## src/rtl/mem_access_if.sv

```systemverilog
// Pipeline/data-memory bus of the MEM-stage load/store unit.
// The slave modport is the unit itself; the master side is the pipeline plus memory.
interface mem_access_if #(
    parameter int DATA_WIDTH    = 32,
    parameter int ADDR_WIDTH    = 32,
    parameter int DM_ADDR_WIDTH = 30
);
    logic                     mem_read;
    logic                     mem_write;
    logic [1:0]               size;
    logic                     load_unsigned;
    logic [ADDR_WIDTH-1:0]    addr;
    logic [DATA_WIDTH-1:0]    store_data;
    logic [DATA_WIDTH-1:0]    load_data;
    logic                     stall;
    logic                     misalign;
    logic [7:0]               misalign_cnt;
    logic                     dm_wr_en;
    logic [DM_ADDR_WIDTH-1:0] dm_addr;
    logic [DATA_WIDTH-1:0]    dm_wr_data;
    logic [DATA_WIDTH-1:0]    dm_rd_data;

    modport master (
        output mem_read, mem_write, size, load_unsigned, addr, store_data, dm_rd_data,
        input  load_data, stall, misalign, misalign_cnt, dm_wr_en, dm_addr, dm_wr_data
    );

    modport slave (
        input  mem_read, mem_write, size, load_unsigned, addr, store_data, dm_rd_data,
        output load_data, stall, misalign, misalign_cnt, dm_wr_en, dm_addr, dm_wr_data
    );
endinterface

```

## src/rtl/mem_access_unit.sv

```systemverilog
// MEM-stage load/store unit: byte-addressed loads/stores onto a word memory,
// sub-word stores done as a two-cycle read-modify-write.
module mem_access_unit #(
    parameter int DATA_WIDTH    = 32,
    parameter int ADDR_WIDTH    = 32,
    parameter int DM_ADDR_WIDTH = 30
) (
    input  logic          clk,
    input  logic          rst,
    mem_access_if.slave   bus
);
    typedef enum logic {IDLE, MERGE} state_t;

    state_t                   state;
    logic [DATA_WIDTH-1:0]    rmw_word;
    logic [DM_ADDR_WIDTH-1:0] rmw_addr;
    logic [1:0]               rmw_lane;
    logic                     rmw_half;
    logic [15:0]              rmw_data;
    logic [7:0]               misalign_cnt_q;

    logic                     req, mis, ok, sub_store, word_store, do_load;
    logic [7:0]               ld_byte;
    logic [15:0]              ld_half;
    logic [DATA_WIDTH-1:0]    merged;

    assign req        = bus.mem_read | bus.mem_write;
    assign mis        = (bus.size == 2'b01 && bus.addr[0]) ||
                        (bus.size[1] && bus.addr[1:0] != 2'b00);
    // rst gates every request-derived output so nothing fires in the reset cycle
    assign ok         = !rst && state == IDLE && req && !mis;
    assign sub_store  = ok && bus.mem_write && !bus.size[1];
    assign word_store = ok && bus.mem_write && bus.size[1];
    assign do_load    = ok && !bus.mem_write;

    assign ld_byte = bus.dm_rd_data[{bus.addr[1:0], 3'b000} +: 8];
    assign ld_half = bus.addr[1] ? bus.dm_rd_data[31:16] : bus.dm_rd_data[15:0];

    always_comb begin
        bus.load_data = '0;
        if (do_load) begin
            case (bus.size)
                2'b00:   bus.load_data = {{(DATA_WIDTH-8){ld_byte[7] & ~bus.load_unsigned}}, ld_byte};
                2'b01:   bus.load_data = {{(DATA_WIDTH-16){ld_half[15] & ~bus.load_unsigned}}, ld_half};
                default: bus.load_data = bus.dm_rd_data;
            endcase
        end
    end

    always_comb begin
        merged = rmw_word;
        if (rmw_half) begin
            if (rmw_lane[1]) merged[31:16] = rmw_data;
            else             merged[15:0]  = rmw_data;
        end else begin
            case (rmw_lane)
                2'd0:    merged[7:0]   = rmw_data[7:0];
                2'd1:    merged[15:8]  = rmw_data[7:0];
                2'd2:    merged[23:16] = rmw_data[7:0];
                default: merged[31:24] = rmw_data[7:0];
            endcase
        end
    end

    assign bus.misalign     = !rst && state == IDLE && req && mis;
    assign bus.stall        = sub_store;
    assign bus.dm_wr_en     = word_store || (!rst && state == MERGE);
    assign bus.dm_addr      = (state == MERGE) ? rmw_addr : bus.addr[ADDR_WIDTH-1:2];
    assign bus.dm_wr_data   = (state == MERGE) ? merged : bus.store_data;
    assign bus.misalign_cnt = misalign_cnt_q;

    always_ff @(posedge clk) begin
        if (rst) begin
            state          <= IDLE;
            rmw_word       <= '0;
            rmw_addr       <= '0;
            rmw_lane       <= '0;
            rmw_half       <= 1'b0;
            rmw_data       <= '0;
            misalign_cnt_q <= '0;
        end else begin
            case (state)
                IDLE: begin
                    if (sub_store) begin
                        rmw_word <= bus.dm_rd_data;
                        rmw_addr <= bus.addr[ADDR_WIDTH-1:2];
                        rmw_lane <= bus.addr[1:0];
                        rmw_half <= bus.size[0];
                        rmw_data <= bus.store_data[15:0];
                        state    <= MERGE;
                    end
                    if (bus.misalign && misalign_cnt_q != 8'hFF)
                        misalign_cnt_q <= misalign_cnt_q + 8'd1;
                end
                default: state <= IDLE;
            endcase
        end
    end
endmodule

```

## src/flat_wrapper.sv

```systemverilog
// flat-port wrapper written by rule: the top's interface ports become plain ports
module mem_access_unit_flat 
#(
    parameter int DATA_WIDTH    = 32,
    parameter int ADDR_WIDTH    = 32,
    parameter int DM_ADDR_WIDTH = 30
)
  (clk, rst, bus_mem_read, bus_mem_write, bus_size, bus_load_unsigned, bus_addr, bus_store_data, bus_dm_rd_data, bus_load_data, bus_stall, bus_misalign, bus_misalign_cnt, bus_dm_wr_en, bus_dm_addr, bus_dm_wr_data);
  mem_access_if #(.DATA_WIDTH(DATA_WIDTH), .ADDR_WIDTH(ADDR_WIDTH), .DM_ADDR_WIDTH(DM_ADDR_WIDTH)) bus_i ();
  input  logic clk;
  input  logic rst;
  input wire logic [$bits(bus_i.mem_read)-1:0] bus_mem_read;
  input wire logic [$bits(bus_i.mem_write)-1:0] bus_mem_write;
  input wire logic [$bits(bus_i.size)-1:0] bus_size;
  input wire logic [$bits(bus_i.load_unsigned)-1:0] bus_load_unsigned;
  input wire logic [$bits(bus_i.addr)-1:0] bus_addr;
  input wire logic [$bits(bus_i.store_data)-1:0] bus_store_data;
  input wire logic [$bits(bus_i.dm_rd_data)-1:0] bus_dm_rd_data;
  output wire logic [$bits(bus_i.load_data)-1:0] bus_load_data;
  output wire logic [$bits(bus_i.stall)-1:0] bus_stall;
  output wire logic [$bits(bus_i.misalign)-1:0] bus_misalign;
  output wire logic [$bits(bus_i.misalign_cnt)-1:0] bus_misalign_cnt;
  output wire logic [$bits(bus_i.dm_wr_en)-1:0] bus_dm_wr_en;
  output wire logic [$bits(bus_i.dm_addr)-1:0] bus_dm_addr;
  output wire logic [$bits(bus_i.dm_wr_data)-1:0] bus_dm_wr_data;
  assign bus_i.mem_read = bus_mem_read;
  assign bus_i.mem_write = bus_mem_write;
  assign bus_i.size = bus_size;
  assign bus_i.load_unsigned = bus_load_unsigned;
  assign bus_i.addr = bus_addr;
  assign bus_i.store_data = bus_store_data;
  assign bus_i.dm_rd_data = bus_dm_rd_data;
  assign bus_load_data = bus_i.load_data;
  assign bus_stall = bus_i.stall;
  assign bus_misalign = bus_i.misalign;
  assign bus_misalign_cnt = bus_i.misalign_cnt;
  assign bus_dm_wr_en = bus_i.dm_wr_en;
  assign bus_dm_addr = bus_i.dm_addr;
  assign bus_dm_wr_data = bus_i.dm_wr_data;
  mem_access_unit #(.DATA_WIDTH(DATA_WIDTH), .ADDR_WIDTH(ADDR_WIDTH), .DM_ADDR_WIDTH(DM_ADDR_WIDTH)) u_core (.clk(clk), .rst(rst), .bus(bus_i));
endmodule
```

## config.mk

```make
export PLATFORM = sky130hd
export DESIGN_NAME = mem_access_unit_flat
export DESIGN_NICKNAME = d
export VERILOG_FILES = /design/src/rtl/mem_access_if.sv /design/src/rtl/mem_access_unit.sv /design/src/flat_wrapper.sv
export SDC_FILE = /design/constraint.sdc
export NUM_CORES = 1
export LEC_CHECK = 0
export ABC_AREA = 0
export BUFFER_PORTS_ARGS = -buffer_cell sky130_fd_sc_hd__buf_2
export CORE_UTILIZATION = 35
export CTS_BUF_LIST = sky130_fd_sc_hd__clkbuf_4 sky130_fd_sc_hd__clkbuf_8
export CTS_CLUSTER_SIZE = 16
export DETAILED_ROUTE_END_ITERATION = 10
export HOLD_SLACK_MARGIN = 0.1
export PLACE_DENSITY = 0.62
export SYNTH_ARGS = -nofsm -noshare
export SYNTH_HDL_FRONTEND = slang
export SYNTH_SLANG_ARGS = --single-unit
```

## constraint.sdc

```tcl
create_clock -name clk -period 4.65 [get_ports clk]
set_input_delay 1.395 -clock clk [delete_from_list [all_inputs] [get_ports clk]]
set_output_delay 1.395 -clock clk [all_outputs]
set_load 0.01 [all_outputs]
```

==> impl_metrics.py, run 1 <==
metrics = {
    "status": {
        "status": "complete, no violations",
    },
    "clock_network": {
        "cts-root-buf": "clkbuf_8",
        "clock_latency_ns": 0.37,
        "cts_num_sinks": 90,
        "clk_path_buf_depth": 2,
        "clkSlewWorstSetupHoldPaths_ns": 0.08,
        "post_cts_buffers": 0,
        "tritoncts": "yes",
        "htreeDepth": 3,
        "cts_resized": 0,
        "holdBufCountCts": 0,
        "cts-buffers-inserted": 9,
    },
    "floorplan": {
        "die_x_um": 124,
        "core_um2": 14500,
        "initial_core_util_pct": 35.8,
        "fp.dieArea_um2": 15300,
        "pin_count": 208,
        "die_y_um": 124,
        "rows": 44,
    },
    "critical_path": {
        "crit_family": "compound AO/OA/AOI/OAI gates",
        "path_buf_inv": 2,
        "required_ns": 3.25,
        "crit_fanout": 17,
        "worstPathArrival_ns": 2.87,
        "timing.rr.start": "u_core.state$_SDFF_PP0_",
        "critPathKind": "primary input to primary output",
        "critPathLaunchType": "primary input",
        "max_stage_delay_ns": 0.52,
        "cp-startpoint": "bus_addr[1]",
        "cpMostUsedCell": "buf_2",
        "worst_setup_path_end_kind": "primary output",
        "slowest_stage": "o21a_1",
        "path_cells": "buf_2 > mux2_2 > a22oi_1 > o21a_1 > nor3_1 > buf_2",
    },
    "global_route": {
        "grt_max_degree": 93,
        "grt_pass1_wl_um": 24700,
        "antenna_found_initial": 0,
        "gr-total-overflow": 0,
        "track_usage_pct": 21.1,
        "grt_pass1_vias": 4664,
    },
    "flow_run": {
        "max-cap-violations": 0,
    },
    "logic_synthesis": {
        "synth_nets": 798,
        "yosysWarnings": 0,
        "synthCells": 694,
        "synth_top_area_share_pct": 34.7,
        "postSynthAreaPerCell_um2": 7.48,
        "yosys.area.top_type": "dfxtp_1",
        "seq_area_frac_synth_pct": 34.7,
        "synthFlopType": "dfxtp_1",
        "synth_area_leaders": "dfxtp_1, nand2_1, a21oi_1, mux2_2, mux2i_1",
        "synth_seq_cells": 90,
        "synth_cell_types": 48,
        "ys_async_sr_fraction_pct": 0,
        "synth_area_um2": 5190,
        "synth_edf_count": 0,
    },
    "detailed_routing": {
        "drc_errors": 0,
        "vias": 5458,
        "avgRoutedWirePerCell_um": 15.3,
        "ant_nets": 0,
        "drt-total-wl_um": 16200,
        "first_pass_iters": 8,
        "via_per_inst": 5.18,
        "drt_iter0_drc": 494,
    },
    "timing": {
        "relSlewSlack_pct": 36.4,
        "fin_skew_ns": 0.00875,
        "final.setup.tns_ns": 0,
        "max_freq_mhz": 235,
        "drv_slew": 0,
        "fin_hold_ws_ns": 0.456,
        "setup_viol": 0,
        "post-route-period-util_pct": 91.7,
        "worst_slack_ns": 0.386,
        "tightest_slew_ns": 0.954,
        "hold_viol": 0,
        "rsz0062_at_grt": "false",
        "min_period_ns": 4.26,
    },
    "layout": {
        "layout_commonest_cell": "buf_2",
        "areaGrowthSynthToFinish_pct": 26.0,
        "drive_gt1_share_pct": 33.6,
        "mostFrequentLayoutCells": "buf_2, nand2_1, a21oi_1",
        "final_nets": 969,
        "diodes": 0,
    },
    "power": {
        "ir_worst_vdd_mv": 0.172,
        "power_per_cell_area_nw_per_um2": 283,
        "leakage_nw": 2.84,
    },
    "min_path": {
        "hold_start": "u_core.rmw_addr[15]$_SDFFE_PP0P_",
        "hold_path.class": "register to register",
    },
    "placed_design": {
        "port_buffers": 207,
        "gp_congestion": 0.884,
        "pre_cts_ws_ns": 0.410,
        "dp.final_hpwl_um": 11500,
    },
}
-- worst register-to-register path: stages, from the launching register on --
cell	delay, ns
dfxtp_4	0.58
nor2_2	0.33
nand4_4	0.17
inv_2	0.10
buf_4	0.72
nand2_1	0.29
a21oi_1	0.17
-- path summary, 6_finish.rpt --
path	endpoint	cells past startpoint	slack, ns
setup / recovery	bus_load_data[26]	6	0.39
setup reg to reg	u_core.rmw_word[23]$_SDFFE_PP0P_	6	2.24
hold / removal	u_core.rmw_addr[15]$_SDFFE_PP0P_	2	0.46
hold reg to reg	u_core.rmw_addr[15]$_SDFFE_PP0P_	2	0.46
-- logic make-up after synthesis --
group	synth area share (%)
AO/OA/AOI/OAI	24.3
adder cells (fa/ha/maj)	0.241
buffers and inverters	8.32
flip-flops	34.7
multiplexers	12.0
AND/OR/NAND/NOR	20.4
-- per-layer routing --
metal | global-route usage, % | routed length [um]
met1 | 28.6 | 7580
met2 | 32.9 | 7440
met3 | 6.00 | 910
met4 | 4.97 | 218
met5 | 0 | 0
-- registers in the layout, indices dropped and copies added, names as in the netlist --
register,cells
u_core.bus.misalign_cnt,8
u_core.rmw_half,1
u_core.rmw_data,16
u_core.state,1
u_core.rmw_addr,30
u_core.rmw_word,32
u_core.rmw_lane,2
-- cells in the mapped netlist (2+ instances only) --
master,number
nand2_1,171
o31ai_1,14
mux2i_1,17
a31oi_1,2
inv_1,40
o221ai_1,16
clkbuf_1,32
dfxtp_1,90
buf_2,12
o21a_1,2
o21ai_0,24
a222oi_1,7
o311ai_0,2
and3_1,2
nor3_2,3
or4_1,2
a21oi_1,116
nor2_1,31
buf_1,4
nand3_1,5
mux2_2,39
nor3_1,16
a221oi_2,7
buf_6,3
a22oi_1,2
buf_4,6
nor3b_1,8
-- area by class of cell --
cell class / instances / area [um2]
Sequential cell: 90 / 1810
Inverter: 42 / 158
Timing Repair Buffer: 217 / 1110
Fill cell: 1533 / 7940
Tap cell: 184 / 230
Clock inverter: 5 / 125
Multi-Input combinational cell: 505 / 2960
Clock buffer: 11 / 145
-- through the flow --
step	power [mW]	cells	area, um2	util [%]
after floorplan	1.02	694	5190	-
after global placement	1.15	1038	6270	43.3
after detailed placement	1.15	1038	6270	43.3
after CTS	1.87	1054	6540	45.2
after global routing	1.94	1054	6540	45.2
final	1.85	1054	6540	45.2
-- report_power, final --
part | internal (mW) | leakage, nW | switching [mW]
clock | 0.431 | 0.137 | 0.285
combinational | 0.135 | 1.97 | 0.187
sequential | 0.791 | 0.730 | 0.0220
Note: power is estimated with default switching activity, not from simulation.
==> run 2, diff against run 1 <==
- PLACE_DENSITY: 0.62 -> unset
- PLACE_DENSITY_LB_ADDON: unset -> 0.1
==> run 2 against run 1 <==
Net effect: combinational power hardly changed; via count is 0.79% higher; utilization is 0.56 points lower; first-iteration DRC count is 35% lower; non-clock buffer count is 2 lower; highest routed layer unchanged; final cell count is 0.19% lower; power is 8.8% lower; global-route usage is 0.13 points higher; final area is 1.2% lower; sequential share of layout area is 0.35 points higher; routed wire length is 2.4% higher; hold slack hardly changed.
==> impl_metrics.py, run 2 (synthesis gave the netlist of run 1 again) <==
metrics = {
    "timing": {
        "rsz0062_at_grt": "false",
        "setup_viol": 0,
        "max_freq_mhz": 229,
        "hold_viol": 0,
        "tightest_slew_ns": 0.942,
        "fin_skew_ns": 0.0118,
        "relSlewSlack_pct": 37.2,
        "fin_hold_ws_ns": 0.457,
        "worst_slack_ns": 0.275,
        "final.setup.tns_ns": 0,
        "min_period_ns": 4.38,
        "drv_slew": 0,
        "post-route-period-util_pct": 94.1,
    },
    "critical_path": {
        "crit_fanout": 17,
        "critPathLaunchType": "primary input",
        "critPathKind": "primary input to primary output",
        "timing.rr.start": "u_core.state$_SDFF_PP0_",
        "reg2reg_slack_ns": 2.33,
        "worst_setup_path_end_kind": "primary output",
        "worstPathArrival_ns": 2.98,
        "reg2reg_to": "u_core.rmw_word[31]$_SDFFE_PP0P_",
        "required_ns": 3.25,
        "r2r_cells": 6,
    },
    "detailed_routing": {
        "drt-total-wl_um": 16500,
        "avgRoutedWirePerCell_um": 15.7,
        "vias": 5501,
        "via_per_inst": 5.23,
        "drc_errors": 0,
        "first_pass_iters": 6,
        "drt_iter0_drc": 321,
        "ant_nets": 0,
    },
    "global_route": {
        "antenna_found_initial": 0,
        "grt_pass1_vias": 4829,
        "grt_pass1_wl_um": 24900,
        "grt_max_degree": 93,
        "track_usage_pct": 21.2,
        "gr-total-overflow": 0,
    },
    "clock_network": {
        "cts-root-buf": "clkbuf_8",
        "cts-buffers-inserted": 9,
        "clkSlewWorstSetupHoldPaths_ns": 0.09,
        "htreeDepth": 3,
        "holdBufCountCts": 0,
        "cts_num_sinks": 90,
        "clk_path_buf_depth": 2,
        "tritoncts": "yes",
        "cts_resized": 0,
        "clock_latency_ns": 0.38,
        "post_cts_buffers": 0,
    },
    "min_path": {
        "hold_path.class": "register to register",
        "hold_start": "u_core.rmw_addr[28]$_SDFFE_PP0P_",
        "hold_path_end": "u_core.rmw_addr[28]$_SDFFE_PP0P_",
        "whs_path_depth": 2,
    },
    "layout": {
        "fill_cells": 1540,
        "drive_gt1_share_pct": 33.4,
        "areaGrowthSynthToFinish_pct": 24.5,
        "top_register": "u_core.rmw_word",
        "design_area_um2": 6460,
        "final_nets": 967,
        "mostFrequentLayoutCells": "buf_2, nand2_1, a21oi_1",
        "diodes": 0,
        "layout_commonest_cell": "buf_2",
        "stdcell_count": 1052,
        "largest_reg_flops": 32,
        "reg_top3": "u_core.rmw_word x32, u_core.rmw_addr x30, u_core.rmw_data x16",
    },
    "floorplan": {
        "fp.dieArea_um2": 15300,
        "initial_core_util_pct": 35.8,
        "pin_count": 208,
        "rows": 44,
        "core_um2": 14500,
        "die_x_um": 124,
        "die_y_um": 124,
    },
    "placed_design": {
        "dp.final_hpwl_um": 12000,
        "gp_congestion": 0.840,
        "dpl_cell_area_um2": 6250,
        "dp_cells": 1036,
        "port_buffers": 207,
        "pre_cts_ws_ns": 0.314,
    },
    "status": {
        "status": "complete, no violations",
    },
    "power": {
        "ir_worst_vdd_mv": 0.166,
        "leakage_nw": 2.80,
        "power_per_cell_area_nw_per_um2": 261,
    },
    "flow_run": {
        "max-cap-violations": 0,
    },
}
==> run 2: area by class of cell <==
type	instances	area, um2	share of cell area [%]
clock buffer	10	138	2.13
clock inverter	6	66.3	1.03
inverter	42	158	2.44
multi-input combinational	505	2960	45.9
sequential	90	1810	28.0
tap	184	230	3.57
timing repair buffer	215	1100	17.0
==> run 2: power breakdown <==
part	switching (mW)	leakage (nW)	internal (mW)	total [mW]
Combinational	0.188	1.96	0.134	0.323
Clock	0.289	0.106	0.264	0.553
Sequential	0.0212	0.730	0.791	0.812
==> run 2: worst max-delay path, cell delays in order <==
cell	delay, ns
buf_2	0.16
mux2_2	0.37
a22oi_1	0.19
o21a_1	0.54
nor3_1	0.14
buf_2	0.17
==> run 2: metrics by stage <==
stage	power (mW)	utilization, %
final	1.69	44.6
after detailed placement	1.15	43.2
after global routing	1.78	44.6
after CTS	1.71	44.6
after global placement	1.15	43.2
after floorplan	1.02	-
==> run 2: worst max-delay path by stage <==
stage	from	endpoint	slack (ns)	cells after the start
after floorplan	bus_size[1]	bus_load_data[21]	0.68	7
after global placement	bus_addr[1]	bus_load_data[26]	0.39	6
after detailed placement	bus_addr[1]	bus_load_data[23]	0.31	6
after CTS	bus_addr[1]	bus_load_data[23]	0.31	6
after global routing	bus_addr[1]	bus_load_data[25]	0.18	6
final	bus_addr[1]	bus_load_data[23]	0.27	6
==> run 2: layer usage <==
layer / track usage [%] / wire length [um]
met1: 26.8 / 7240
met3: 3.43 / 924
met2: 35.9 / 8080
met4: 8.21 / 294
met5: 0 / 0
